--- src/rtl/movavg_inv.sv ---
// movavg_inv: recovers the raw sample stream from a TAPS-point moving-sum stream.
// Optional self-check of the recovered stream is enabled with `define MOVAVG_INV_CHECK_EN.
module movavg_inv #(
   parameter int WIDTH = 64,
   parameter int TAPS  = 4
) (
   input  logic             clk,
   input  logic             reset,
   input  logic             in_valid,
   output logic             in_ready,
   input  logic [WIDTH-1:0] in_data,
   output logic             out_valid,
   input  logic             out_ready,
   output logic [WIDTH-1:0] out_data
`ifdef MOVAVG_INV_CHECK_EN
   ,
   output logic             err_sticky
`endif
);

   generate
      if (TAPS < 2 || TAPS > 8) begin : g_bad_taps
         $error("movavg_inv: TAPS must be in 2..8");
      end
   endgenerate

   logic                       s1_valid;
   logic [WIDTH-1:0]           s1_diff;
   logic [WIDTH-1:0]           yprev;
   logic [TAPS-1:0][WIDTH-1:0] hist;

   logic                       adv1;
   logic                       adv2;
   logic                       take;
   logic [WIDTH-1:0]           x_new;

   // Stall-all chain: stage 1 may only move when stage 2 can accept.
   assign adv2     = !out_valid | out_ready;
   assign adv1     = adv2;
   assign in_ready = !s1_valid | adv1;
   assign take     = in_valid & in_ready;

   // hist[TAPS-1] is x[n-TAPS], the sample leaving the forward window.
   assign x_new = s1_diff + hist[TAPS-1];

   always_ff @(posedge clk) begin
      if (reset) begin
         s1_valid <= 1'b0;
         s1_diff  <= '0;
         yprev    <= '0;
      end else if (take) begin
         s1_valid <= 1'b1;
         s1_diff  <= in_data - yprev;
         yprev    <= in_data;
      end else if (adv1) begin
         s1_valid <= 1'b0;
      end
   end

   always_ff @(posedge clk) begin
      if (reset) begin
         out_valid <= 1'b0;
         out_data  <= '0;
         hist      <= '0;
      end else if (adv2) begin
         out_valid <= s1_valid;
         out_data  <= x_new;
         if (s1_valid) begin
            hist[0] <= x_new;
            for (int i = 1; i < TAPS; i++) begin
               hist[i] <= hist[i-1];
            end
         end
      end
   end

`ifdef MOVAVG_INV_CHECK_EN
   logic [WIDTH-1:0] s1_y;
   logic             s2_bad;
   logic [WIDTH-1:0] fwd_sum;

   // Forward filter over the newest sample plus the TAPS-1 most recent history entries.
   always_comb begin
      fwd_sum = x_new;
      for (int i = 0; i < TAPS-1; i++) begin
         fwd_sum = fwd_sum + hist[i];
      end
   end

   always_ff @(posedge clk) begin
      if (reset) begin
         s1_y <= '0;
      end else if (take) begin
         s1_y <= in_data;
      end
   end

   always_ff @(posedge clk) begin
      if (reset) begin
         s2_bad <= 1'b0;
      end else if (adv2) begin
         s2_bad <= s1_valid && (fwd_sum != s1_y);
      end
   end

   always_ff @(posedge clk) begin
      if (reset) begin
         err_sticky <= 1'b0;
      end else if (out_valid && out_ready && s2_bad) begin
         err_sticky <= 1'b1;
      end
   end
`endif

endmodule
--- config.mk ---
export PLATFORM = sky130hd
export DESIGN_NAME = movavg_inv
export DESIGN_NICKNAME = d
export VERILOG_FILES = /design/src/rtl/movavg_inv.sv
export SDC_FILE = /design/constraint.sdc
export NUM_CORES = 1
export LEC_CHECK = 0
export CORE_MARGIN = 2
export CORE_UTILIZATION = 27
export DETAILED_ROUTE_END_ITERATION = 7
export PLACE_DENSITY_LB_ADDON = 0.3
export REMOVE_ABC_BUFFERS = 1
export SETUP_SLACK_MARGIN = 0.15
export SLEW_MARGIN = 20
export SYNTH_ARGS = -nofsm -noshare
export SYNTH_HDL_FRONTEND = slang
export SYNTH_SLANG_ARGS = --single-unit
--- constraint.sdc ---
create_clock -name clk -period 4.95 [get_ports clk]
set_input_delay 1.2375 -clock clk [delete_from_list [all_inputs] [get_ports clk]]
set_output_delay 1.2375 -clock clk [all_outputs]
set_load 0.05 [all_outputs]
# ---- After elaboration in Yosys (flattened, before gate mapping)
# Cells that the tools add are included.
dict set report word_totals {
  in_bits 68
  elab_cells 20
  out_inout_bits 66
  regBits 450
}
dict set report classes {
  reduce_logical 4
  n_bitwise 3
  n_mux 2
  n_addsub 2
}
# operator n
set ops {}
lappend ops {{adder 64 bit} 1}
lappend ops {{subtractor 64 bit} 1}
lappend ops {{logical NOT 1 bit} 2}
lappend ops {{2-to-1 mux 1 bit} 2}
lappend ops {{bitwise OR 1 bit} 2}
lappend ops {{AND reduction 2 bit} 1}
lappend ops {{nonzero test 2 bit} 1}
lappend ops {{AND 1 bit} 1}

# ---- Longest topological paths before layout
dict set report logic_depth {
  word_depth 5
  depth_mapped 14
  mapped_depth_nobuf 14
}

# ---- Worst setup path before layout
# OpenSTA, ideal clock, no wires.
dict set report synth_timing {
  kind {input to register}
  from {in in_data[0]}
  to {reg s1_diff[60]}
  path_stages 14
  t_required_ns 4.893
  slack_ns 1.093
  arrival_time_ns 3.799
  setup_ns 0.057
  n_path_buf 0
  cell_sequence {inv_1 -> ha_1 -> fa_1 -> nand2b_1 -> a211oi_1 -> o21ai_0 -> a21oi_1 -> nor3b_2 -> o32ai_1 -> a31oi_1 -> o31ai_1 -> o21ai_1 -> o32ai_1 -> a21o_1}
}
dict set report synth_via {
  elab_chain_cells 1
}
# item line
set synth_rtl {}
lappend synth_rtl {{start: declaration} 11} ;# input logic [WIDTH-1:0] in_data,
lappend synth_rtl {{subtractor 64 bit} 53} ;# s1_diff <= in_data - yprev;
lappend synth_rtl {{end signal: assignment} 53}
lappend synth_rtl {{end: declaration} 28} ;# logic [WIDTH-1:0] s1_diff;
# Every way passes these cells.
# A chain may end at the register's enable or synchronous reset.

# ---- Worst setup path after layout
# Ends and elaborated chain as after synthesis.

==> metrics.yaml <==
status: "finished, final reports clean"
register_area_um2: 9009
cts_tree: "built"
synthesis.area_um2: 22670
postRouteWirelength_um: 65690
required_ps: 5490
synth-seq-cells: 450
path_cells: "clkdlybuf4s50_1, inv_1, ha_1, fa_1, nand2b_1, a211oi_1, o21ai_0, a21oi_1, buf_4, nor3b_2, o32ai_1, a31oi_1, o31ai_1, o21ai_1, o32ai_1, a21o_1"
first_iter_violations: 1353
place.gp.congestion: 0.8656
wl_per_cell_um: 15.60
p_int_uw: 6610
cts_root_buffer: "clkbuf_16"
startpoint_type: "input pin"
cts_made_buffers: 49
hpwl_um: 47570
cts_resized: 0
worstPathMaxFanout: 3
die-width_um: 293.8
syn2layout_area_growth_pct: 18.04
tightest_slew_ps: 934.8
slowest_stage: "clkdlybuf4s50_1"
clockBufferDepth: 3
worst_slack_ps: 602.5
first_global_vias: 18970
fmax_ghz: 0.2300
async_flop_share: 0
yosys_warnings: 0
yosysUniqueCellTypes: 71
path_class: "input pin to register"
drc_errors: 0
p_switching_uw: 2640
p_sw_frac: 0.2854
avgSynthCellArea_um2: 7.421
rsz0062_at_grt: "no"
layout.nets: 3284
antenna_found_initial: 5
skew_ps: 18.08
period_needed_ps: 4348
drtPass1Iterations: 5
hold_slack_ps: 442.3
layout_commonest_cell: "nand2_1"
fin_crit_sh: 0.8783
synth_edf_count: 0
gr-total-overflow: 0
clk_pin_slew_worst_paths_ps: 60
pwr-share-seq: 0.418
cts_setup_buffers: 0
holdBufCountCts: 0
grt_max_degree: 183
core_um2: 83420
crit_buf_inv: 3
clock-sinks: 450
io_pins: 134
fin_area_um2: 26760
cp.arrival_ps: 4890
hold_path.class: "register to register"
via_count: 20150
crit_path_end_kind: "register"
drive_above_1_share: 0.04798
cpPeakStageDelay_ps: 480
synthCells: 3055
vdd_drop_max_mv: 0.2018
via_per_inst: 4.786
maxSlewViolCount: 0
placed_area_um2: 25050
grt_use_total: 0.1492
initial_core_util: 0.2718
htreeDepth: 2
antenna_left: 0
rows: 106
hold_violations: 0
final_cell_mix: "905 x nand2_1, 556 x a21oi_1, 450 x dfxtp_1, 132 x clkdlybuf4s50_1, 126 x ha_1"
final-setup-viol-count: 0
portBuffers: 133
chipHeight_um: 293.8
max_cap_viol_count: 0
seq_area_frac_synth: 0.3974
power_uw: 9250
clock_latency_ps: 600
grt_pass1_wl_um: 104500
dpl_worst_slack_ps: -19.66
multiInputGateArea_um2: 12600
powerDensity_nw_per_um2: 345.6
crit_top_cell: "o32ai_1"
fin_util: 0.3208
fillCellCount: 8905
power_leakage_uw: 0.009935
synth_ff_type: "dfxtp_1"
p_comb_frac: 0.164
die_area_um2: 86300
crit_family: "compound AO/OA/AOI/OAI gates"
max_slew_margin: 0.3768
p_clk_frac: 0.418
[metal layers]
layer / part of all wire / GRT usage / up-vias
met3: 0.033 / 0.01798 / 73
met5: 0 / 0 / -
li1: - / - / 10450
met2: 0.43 / 0.2310 / 338
met4: 0.020 / 0.04131 / 0
met1: 0.51 / 0.2169 / 9291
[path summary, 6_finish.rpt]
path | startpoint | end | slack (ps) | cells after the start
max | in_data[0] | s1_diff[60] | 600 | 16
min | hist[67] | hist[131] | 440 | 2
max reg2reg | s1_diff[0] | out_data[62] | 640 | 13
min reg2reg | hist[67] | hist[131] | 440 | 2
[flip-flops by register name, summed over array words and instances (netlist names)]
name / flops
hist: 256
out_data: 64
out_valid: 1
s1_diff: 64
s1_valid: 1
yprev: 64
[power groups by stage]
| stage | combinational (uW) | sequential, uW | clock, uW |
|---|---|---|---|
| 4_1_cts | 1520 | 3870 | 3990 |
| 5_1_grt | 1670 | 3880 | 4120 |
| 3_5_place_dp | 1510 | 3950 | 0 |
| 6_report | 1520 | 3870 | 3870 |
| 3_3_place_gp | 1520 | 3950 | 0 |
| 2_1_floorplan | 859 | 4030 | 0 |
[per-stage QoR]
step	std cells	setup TNS [ps]
2_1_floorplan	2860	-832880
3_3_place_gp	4117	0
3_5_place_dp	4117	-19.66
4_1_cts	4206	0
5_1_grt	4211	0
6_report	4211	0
[synth_stat cells, types with 5 or more instances]
| cell type | n | area, um^2 |
|---|---|---|
| clkbuf_1 | 171 | 641.9 |
| nor3_1 | 21 | 105.1 |
| a311oi_1 | 5 | 43.79 |
| nand2_1 | 907 | 3405 |
| o22ai_1 | 5 | 31.28 |
| a211oi_1 | 20 | 150.1 |
| nand3_1 | 50 | 250.2 |
| nor2_1 | 103 | 386.6 |
| a21o_1 | 71 | 533.0 |
| inv_1 | 92 | 345.3 |
| nand2b_1 | 12 | 75.07 |
| dfxtp_1 | 450 | 9009 |
| o21bai_1 | 30 | 225.2 |
| and3_1 | 10 | 62.56 |
| o31ai_1 | 10 | 75.07 |
| o21ai_0 | 93 | 465.5 |
| o21a_1 | 10 | 75.07 |
| o21ai_1 | 8 | 40.04 |
| nor4_1 | 6 | 37.54 |
| or4_1 | 5 | 37.54 |
| xnor2_1 | 68 | 595.6 |
| a21oi_1 | 556 | 2783 |
| and2_1 | 7 | 43.79 |
| buf_1 | 14 | 52.55 |
| ha_1 | 126 | 1577 |
| or3_1 | 5 | 31.28 |
| xor2_1 | 47 | 411.6 |
| o211ai_1 | 6 | 45.04 |
| nand4_1 | 35 | 219.0 |
| buf_2 | 6 | 30.03 |
| nor2b_1 | 13 | 81.33 |
| a31oi_1 | 21 | 131.4 |
[layout make-up]
type                            instances  area share
Tap cell                             1080     0.05050
Antenna cell                            5   0.0004676
Multi-Input combinational cell       2318      0.4710
Timing Repair Buffer                  177     0.06508
Clock inverter                         25     0.01290
Clock buffer                           64     0.05054
Sequential cell                       450      0.3366
Inverter                               92     0.01290
[tightest hold or removal path: cells and delay by family, from the launching register on]
| kind | cells | cell delay (ps) |
|---|---|---|
| AOI/OAI and AO/OA | 1 | 50 |
| DFF | 1 | 310 |
| and+or+nand+nor | 1 | 50 |
[logic make-up after synthesis]
| family | after synthesis | share of synthesized area |
|---|---|---|
| buffers and inverters | 287 | 0.04807 |
| AO/OA/AOI/OAI | 884 | 0.2230 |
| flip-flops | 450 | 0.3974 |
| adder cells (fa/ha/maj) | 128 | 0.07130 |
| AND/OR/NAND/NOR | 1188 | 0.2143 |
| multiplexers | 3 | 0.001545 |
| XOR/XNOR | 115 | 0.04443 |
Power figures use the tool's default switching activity.
